File: config.mk
export PLATFORM = sky130hd
export DESIGN_NAME = mmio_bridge
export DESIGN_NICKNAME = d
export VERILOG_FILES = /design/src/rtl/mmio_pkg.sv /design/src/rtl/mmio_bridge_io_debounce.sv /design/src/rtl/mmio_bridge.sv
export SDC_FILE = /design/constraint.sdc
export NUM_CORES = 1
export LEC_CHECK = 0
export CAP_MARGIN = 20
export CORE_MARGIN = 2
export CORE_UTILIZATION = 40
export DETAILED_ROUTE_END_ITERATION = 10
export PLACE_DENSITY = 0.67
export SLEW_MARGIN = 20
export SYNTH_ARGS = -nofsm -noshare
export SYNTH_HDL_FRONTEND = slang
export SYNTH_SLANG_ARGS = --single-unit
File: constraint.sdc
create_clock -name clk -period 4.4 [get_ports clk]
set_input_delay 0.66 -clock clk [delete_from_list [all_inputs] [get_ports clk]]
set_output_delay 0.66 -clock clk [all_outputs]
set_load 0.05 [all_outputs]
File: src/rtl/mmio_pkg.sv
// Shared constants for the MMIO bridge: I/O page, register offsets and the
// register-select decode used by the read mux and store strobes.
package mmio_pkg;

    localparam logic [19:0] IO_PAGE = 20'hFFFFF;

    localparam logic [11:0] OFF_CNT     = 12'h020;
    localparam logic [11:0] OFF_LED     = 12'h060;
    localparam logic [11:0] OFF_SW      = 12'h070;
    localparam logic [11:0] OFF_BTN     = 12'h078;
    localparam logic [11:0] OFF_BTN_EVT = 12'h07C;

    localparam int DEB_CYCLES_DEFAULT = 1000000;

    typedef enum logic [2:0] {
        REG_NONE,
        REG_CNT,
        REG_LED,
        REG_SW,
        REG_BTN,
        REG_BTN_EVT
    } reg_sel_t;

    function automatic reg_sel_t decode_offset(input logic [11:0] offset);
        reg_sel_t sel;
        case (offset)
            OFF_CNT:     sel = REG_CNT;
            OFF_LED:     sel = REG_LED;
            OFF_SW:      sel = REG_SW;
            OFF_BTN:     sel = REG_BTN;
            OFF_BTN_EVT: sel = REG_BTN_EVT;
            default:     sel = REG_NONE;
        endcase
        return sel;
    endfunction

endpackage

File: src/rtl/mmio_bridge_io_debounce.sv
// Two-flop synchroniser followed by a whole-bank stability counter; the
// debounced value only follows the pins after DEB_CYCLES quiet cycles.
module io_debounce
    import mmio_pkg::*;
#(
    parameter int WIDTH      = 1,
    parameter int DEB_CYCLES = DEB_CYCLES_DEFAULT
) (
    input  logic             clk,
    input  logic             rst,
    input  logic [WIDTH-1:0] raw,
    output logic [WIDTH-1:0] deb
);

    localparam int CW = (DEB_CYCLES > 2) ? $clog2(DEB_CYCLES) : 1;
    localparam logic [CW-1:0] CNT_MAX = CW'(DEB_CYCLES - 1);

    logic [WIDTH-1:0] sync1;
    logic [WIDTH-1:0] sync2;
    logic [WIDTH-1:0] prev;
    logic [CW-1:0]    stable_cnt;
    logic             changed;

    assign changed = (sync2 != prev);

    // A change on the same cycle the counter is saturated must not leak into deb.
    always_ff @(posedge clk) begin
        if (rst) begin
            sync1      <= '0;
            sync2      <= '0;
            prev       <= '0;
            stable_cnt <= '0;
            deb        <= '0;
        end else begin
            sync1 <= raw;
            sync2 <= sync1;
            prev  <= sync2;
            if (changed) begin
                stable_cnt <= '0;
            end else if (stable_cnt != CNT_MAX) begin
                stable_cnt <= stable_cnt + CW'(1);
            end
            if (!changed && stable_cnt == CNT_MAX) begin
                deb <= sync2;
            end
        end
    end

endmodule

File: src/rtl/mmio_bridge.sv
// CPU data-port decoder: routes accesses to RAM or the I/O page and hosts the
// cycle counter, LED strobe, debounced switch/button readback and button events.
module mmio_bridge
    import mmio_pkg::*;
#(
    parameter int DEB_CYCLES = DEB_CYCLES_DEFAULT,
    parameter int SW_W       = 24,
    parameter int BTN_W      = 5
) (
    input  logic              clk,
    input  logic              rst,
    input  logic [31:0]       cpu_addr,
    input  logic              cpu_we,
    input  logic [31:0]       cpu_wdata,
    output logic [31:0]       cpu_rdata,
    output logic              dram_we,
    input  logic [31:0]       dram_rdata,
    output logic              led_wen,
    output logic [31:0]       led_wdata,
    input  logic [23:0]       led_state,
    input  logic [SW_W-1:0]   sw_raw,
    input  logic [BTN_W-1:0]  btn_raw
);

    logic             io_hit;
    logic [11:0]      offset;
    reg_sel_t         sel;
    logic [SW_W-1:0]  deb_sw;
    logic [BTN_W-1:0] deb_btn;
    logic [BTN_W-1:0] deb_btn_q;
    logic [BTN_W-1:0] btn_rise;
    logic [BTN_W-1:0] btn_clr;
    logic [BTN_W-1:0] btn_evt;
    logic [31:0]      cnt;

    assign io_hit    = (cpu_addr[31:12] == IO_PAGE);
    assign offset    = cpu_addr[11:0];
    assign sel       = io_hit ? decode_offset(offset) : REG_NONE;
    assign dram_we   = cpu_we & ~io_hit;
    assign led_wen   = cpu_we & (sel == REG_LED);
    assign led_wdata = cpu_wdata;

    io_debounce #(.WIDTH(SW_W), .DEB_CYCLES(DEB_CYCLES)) u_sw_deb (
        .clk (clk),
        .rst (rst),
        .raw (sw_raw),
        .deb (deb_sw)
    );

    io_debounce #(.WIDTH(BTN_W), .DEB_CYCLES(DEB_CYCLES)) u_btn_deb (
        .clk (clk),
        .rst (rst),
        .raw (btn_raw),
        .deb (deb_btn)
    );

    assign btn_rise = deb_btn & ~deb_btn_q;
    assign btn_clr  = (cpu_we && sel == REG_BTN_EVT) ? cpu_wdata[BTN_W-1:0] : '0;

    // Set is OR-ed in after the clear so a coincident press survives a W1C.
    always_ff @(posedge clk) begin
        if (rst) begin
            cnt       <= '0;
            deb_btn_q <= '0;
            btn_evt   <= '0;
        end else begin
            if (cpu_we && sel == REG_CNT) begin
                cnt <= cpu_wdata;
            end else begin
                cnt <= cnt + 32'd1;
            end
            deb_btn_q <= deb_btn;
            btn_evt   <= (btn_evt & ~btn_clr) | btn_rise;
        end
    end

    // I/O reads are forced to zero while reset is held, RAM reads are not.
    always_comb begin
        cpu_rdata = '0;
        if (!io_hit) begin
            cpu_rdata = dram_rdata;
        end else if (!rst) begin
            case (sel)
                REG_CNT:     cpu_rdata = cnt;
                REG_LED:     cpu_rdata = {8'h00, led_state};
                REG_SW:      cpu_rdata = 32'(deb_sw);
                REG_BTN:     cpu_rdata = 32'(deb_btn);
                REG_BTN_EVT: cpu_rdata = 32'(btn_evt);
                default:     cpu_rdata = '0;
            endcase
        end
    end

endmodule

==> out/results.ini <==
[die]
pin_count = 218
initial_utilization = 0.408
rows = 54
die_h_um = 153
core_mm2 = 0.0218
dieArea_mm2 = 0.0235
die_w_um = 153

[sta]
period_share = 0.874
final-hold-violation-count = 0
fin_ws_ns = 0.553
finalCriticalPeriod_ns = 3.85
hold_ws_ns = 0.438
rsz0062_at_grt = false
finClkSkew_ns = 0.00931
slew_viol_final = 0
worst_pin_slew_ns = 0.801
finalSetupViolCount = 0
final.setup.tns_ns = 0
timing.fmax_ghz = 0.260
slew_headroom = 0.464

[yosys]
synth-edff-count = 0
syn_inst = 932
synth_area_leaders = dfxtp_1, nor2b_1, xnor2_1
yosys_warnings = 0
yosysMostFrequentCell = dfxtp_1
synthDistinctLibCells = 58
ys_async_sr_fraction = 0
synth_top_area_frac = 0.445
yosys.area.top_type = dfxtp_1
ys_ff_latch = 198
yosysSeqAreaShare = 0.445
syn_nets = 1087
syn_avg_cell_area_um2 = 9.56
synth_common_cells = dfxtp_1, nor2b_1, nor2_1
synth-main-ff-cell = dfxtp_1
netlist_area_mm2 = 0.00891

[cts]
cts_buffers = 17
cts.sinks = 198
h-tree-depth = 4
postCtsSetupRepairBufs = 0
insertion_delay_ns = 0.43
cts.hold.buffers_added = 0
clockRootBuffer = clkbuf_16
cts_resized = 0
cts_tree = done
clk_pin_slew_ns = 0.07
clockBufferDepth = 2

[power_and_ir_drop]
p_switching_uw = 992
clockPowerShare = 0.398
leakage_nw = 4.41
p_per_area_mw_per_mm2 = 329
seqPwrFrac = 0.471
pwr-share-comb = 0.131
ir_worst_vdd_mv = 0.277
sw_frac_of_total = 0.253
intPower_mw = 2.93

[finish]
drive_gt1_frac = 0.112
antennaDiodeCount = 0
fin_util = 0.545
nets = 1257
syn2layout_area_growth_pct = 33.6
nFillCells = 1972
final_cells = 1395

[grt]
grt_pass1_vias = 6743
grt_overflow_total = 0
track_usage = 0.188
grt_max_degree = 62
antenna_found_initial = 0
grt_first_pass_wirelength_um = 35700

[setup_path]
path_class = in2out
reg2reg_depth = 5
cp-start-kind = input port
required_ns = 3.74
path_max_fanout = 22
cp.arrival_ns = 3.19
critPathCaptureType = output pin

[place]
dp_hpwl_um = 16700
dp.cells = 1363
place_ws_ns = 0.609
io_buffers = 217
place.gp.congestion = 0.852

[detailed_routing]
met1_length_um = 10400
post_drt_wl_per_cell_um = 15.8
dr_wl_met3_um = 1180
top_layer = met4
vias = 6956
vias_per_cell = 4.99
drtIter0Drc = 388
drc = 0
met2_length_um = 10100
drt-total-wl_um = 22100
drtPass1Iterations = 5
ant_nets = 0

[min_path]
hp-class = reg2reg
min_path_cells = 1

[status]
outcome = finished, final reports clean

[job]
drv_cap = 0

critical path, stage by stage:
cell             delay, ns
clkdlybuf4s50_1       0.65
and3_1                0.43
a22o_1                0.22
buf_4                 0.33
mux2i_1               0.13
and2_1                0.17
o31ai_1               0.39
buf_12                0.19
stage by stage:
step,instance area [um^2],power (mW)
6_report,11900,3.92
5_1_grt,11900,4.07
3_5_place_dp,11300,2.40
2_1_floorplan,8910,2.15
4_1_cts,11900,3.96
3_3_place_gp,11300,2.40
final timing paths:
check / to / slack, ns / startpoint
setup reg to reg: cnt[28] / 2.11 / cnt[14]
hold reg to reg: u_btn_deb.sync2[1] / 0.44 / u_btn_deb.sync1[1]
setup / recovery: cpu_rdata[4] / 0.55 / cpu_addr[4]
hold / removal: u_btn_deb.sync2[1] / 0.44 / u_btn_deb.sync1[1]
per-layer routing:
metal | up-vias | track usage
met4 | 0 | 0.0569
met1 | 3189 | 0.253
li1 | 3550 | -
met2 | 197 | 0.308
met5 | - | 0
met3 | 20 | 0.0363
layout make-up:
cell class | count | area [um^2] | area share
multi-input combinational | 644 | 4470 | 0.375
sequential | 198 | 3960 | 0.333
timing repair buffer | 227 | 2460 | 0.207
clock buffer | 19 | 453 | 0.0381
tap | 280 | 350 | 0.0294
clock inverter | 13 | 153 | 0.0128
inverter | 14 | 52.6 | 0.00442
state kept, by name, summed over array words and instances (netlist names):
name                  count
deb_btn_q                 5
u_btn_deb.deb             5
u_btn_deb.prev            5
u_sw_deb.deb             24
u_sw_deb.stable_cnt      20
cnt                      32
u_btn_deb.sync2           5
u_sw_deb.prev            24
u_sw_deb.sync2           24
u_btn_deb.stable_cnt     20
u_sw_deb.sync1           24
u_btn_deb.sync1           5
btn_evt                   5
cells by family after synthesis:
kind of cell,Yosys count,synth area share
mux,48,0.0574
fa+ha+maj,3,0.00421
simple gates,376,0.246
compound gates,126,0.104
buf+inv,90,0.0541
flops,198,0.445
xor+xnor,91,0.0895
power groups by stage:
| stage | registers, mW | logic, mW | clock network (mW) |
|---|---|---|---|
| global placement | 1.89 | 0.515 | 0 |
| CTS | 1.85 | 0.518 | 1.60 |
| floorplan | 1.88 | 0.272 | 0 |
| detailed placement | 1.89 | 0.516 | 0 |
| finish | 1.85 | 0.514 | 1.56 |
| global route | 1.85 | 0.545 | 1.67 |
cells in the final DEF, fill, tap and decap left out, drive strengths merged, types with 20 or more instances in the layout:
cell type      Yosys  final
a211oi            32     32
buf               43     44
clkdlybuf4s50      0    183
dfxtp            198    198
inv               14     20
mux2              25     25
mux2i             23     23
nand2             32     32
nand3             28     28
nand4             30     30
nor2              81     81
nor2b            118    118
nor3              27     27
xnor2             57     57
xor2              34     34
No activity file was read; power rests on OpenSTA's default activity.
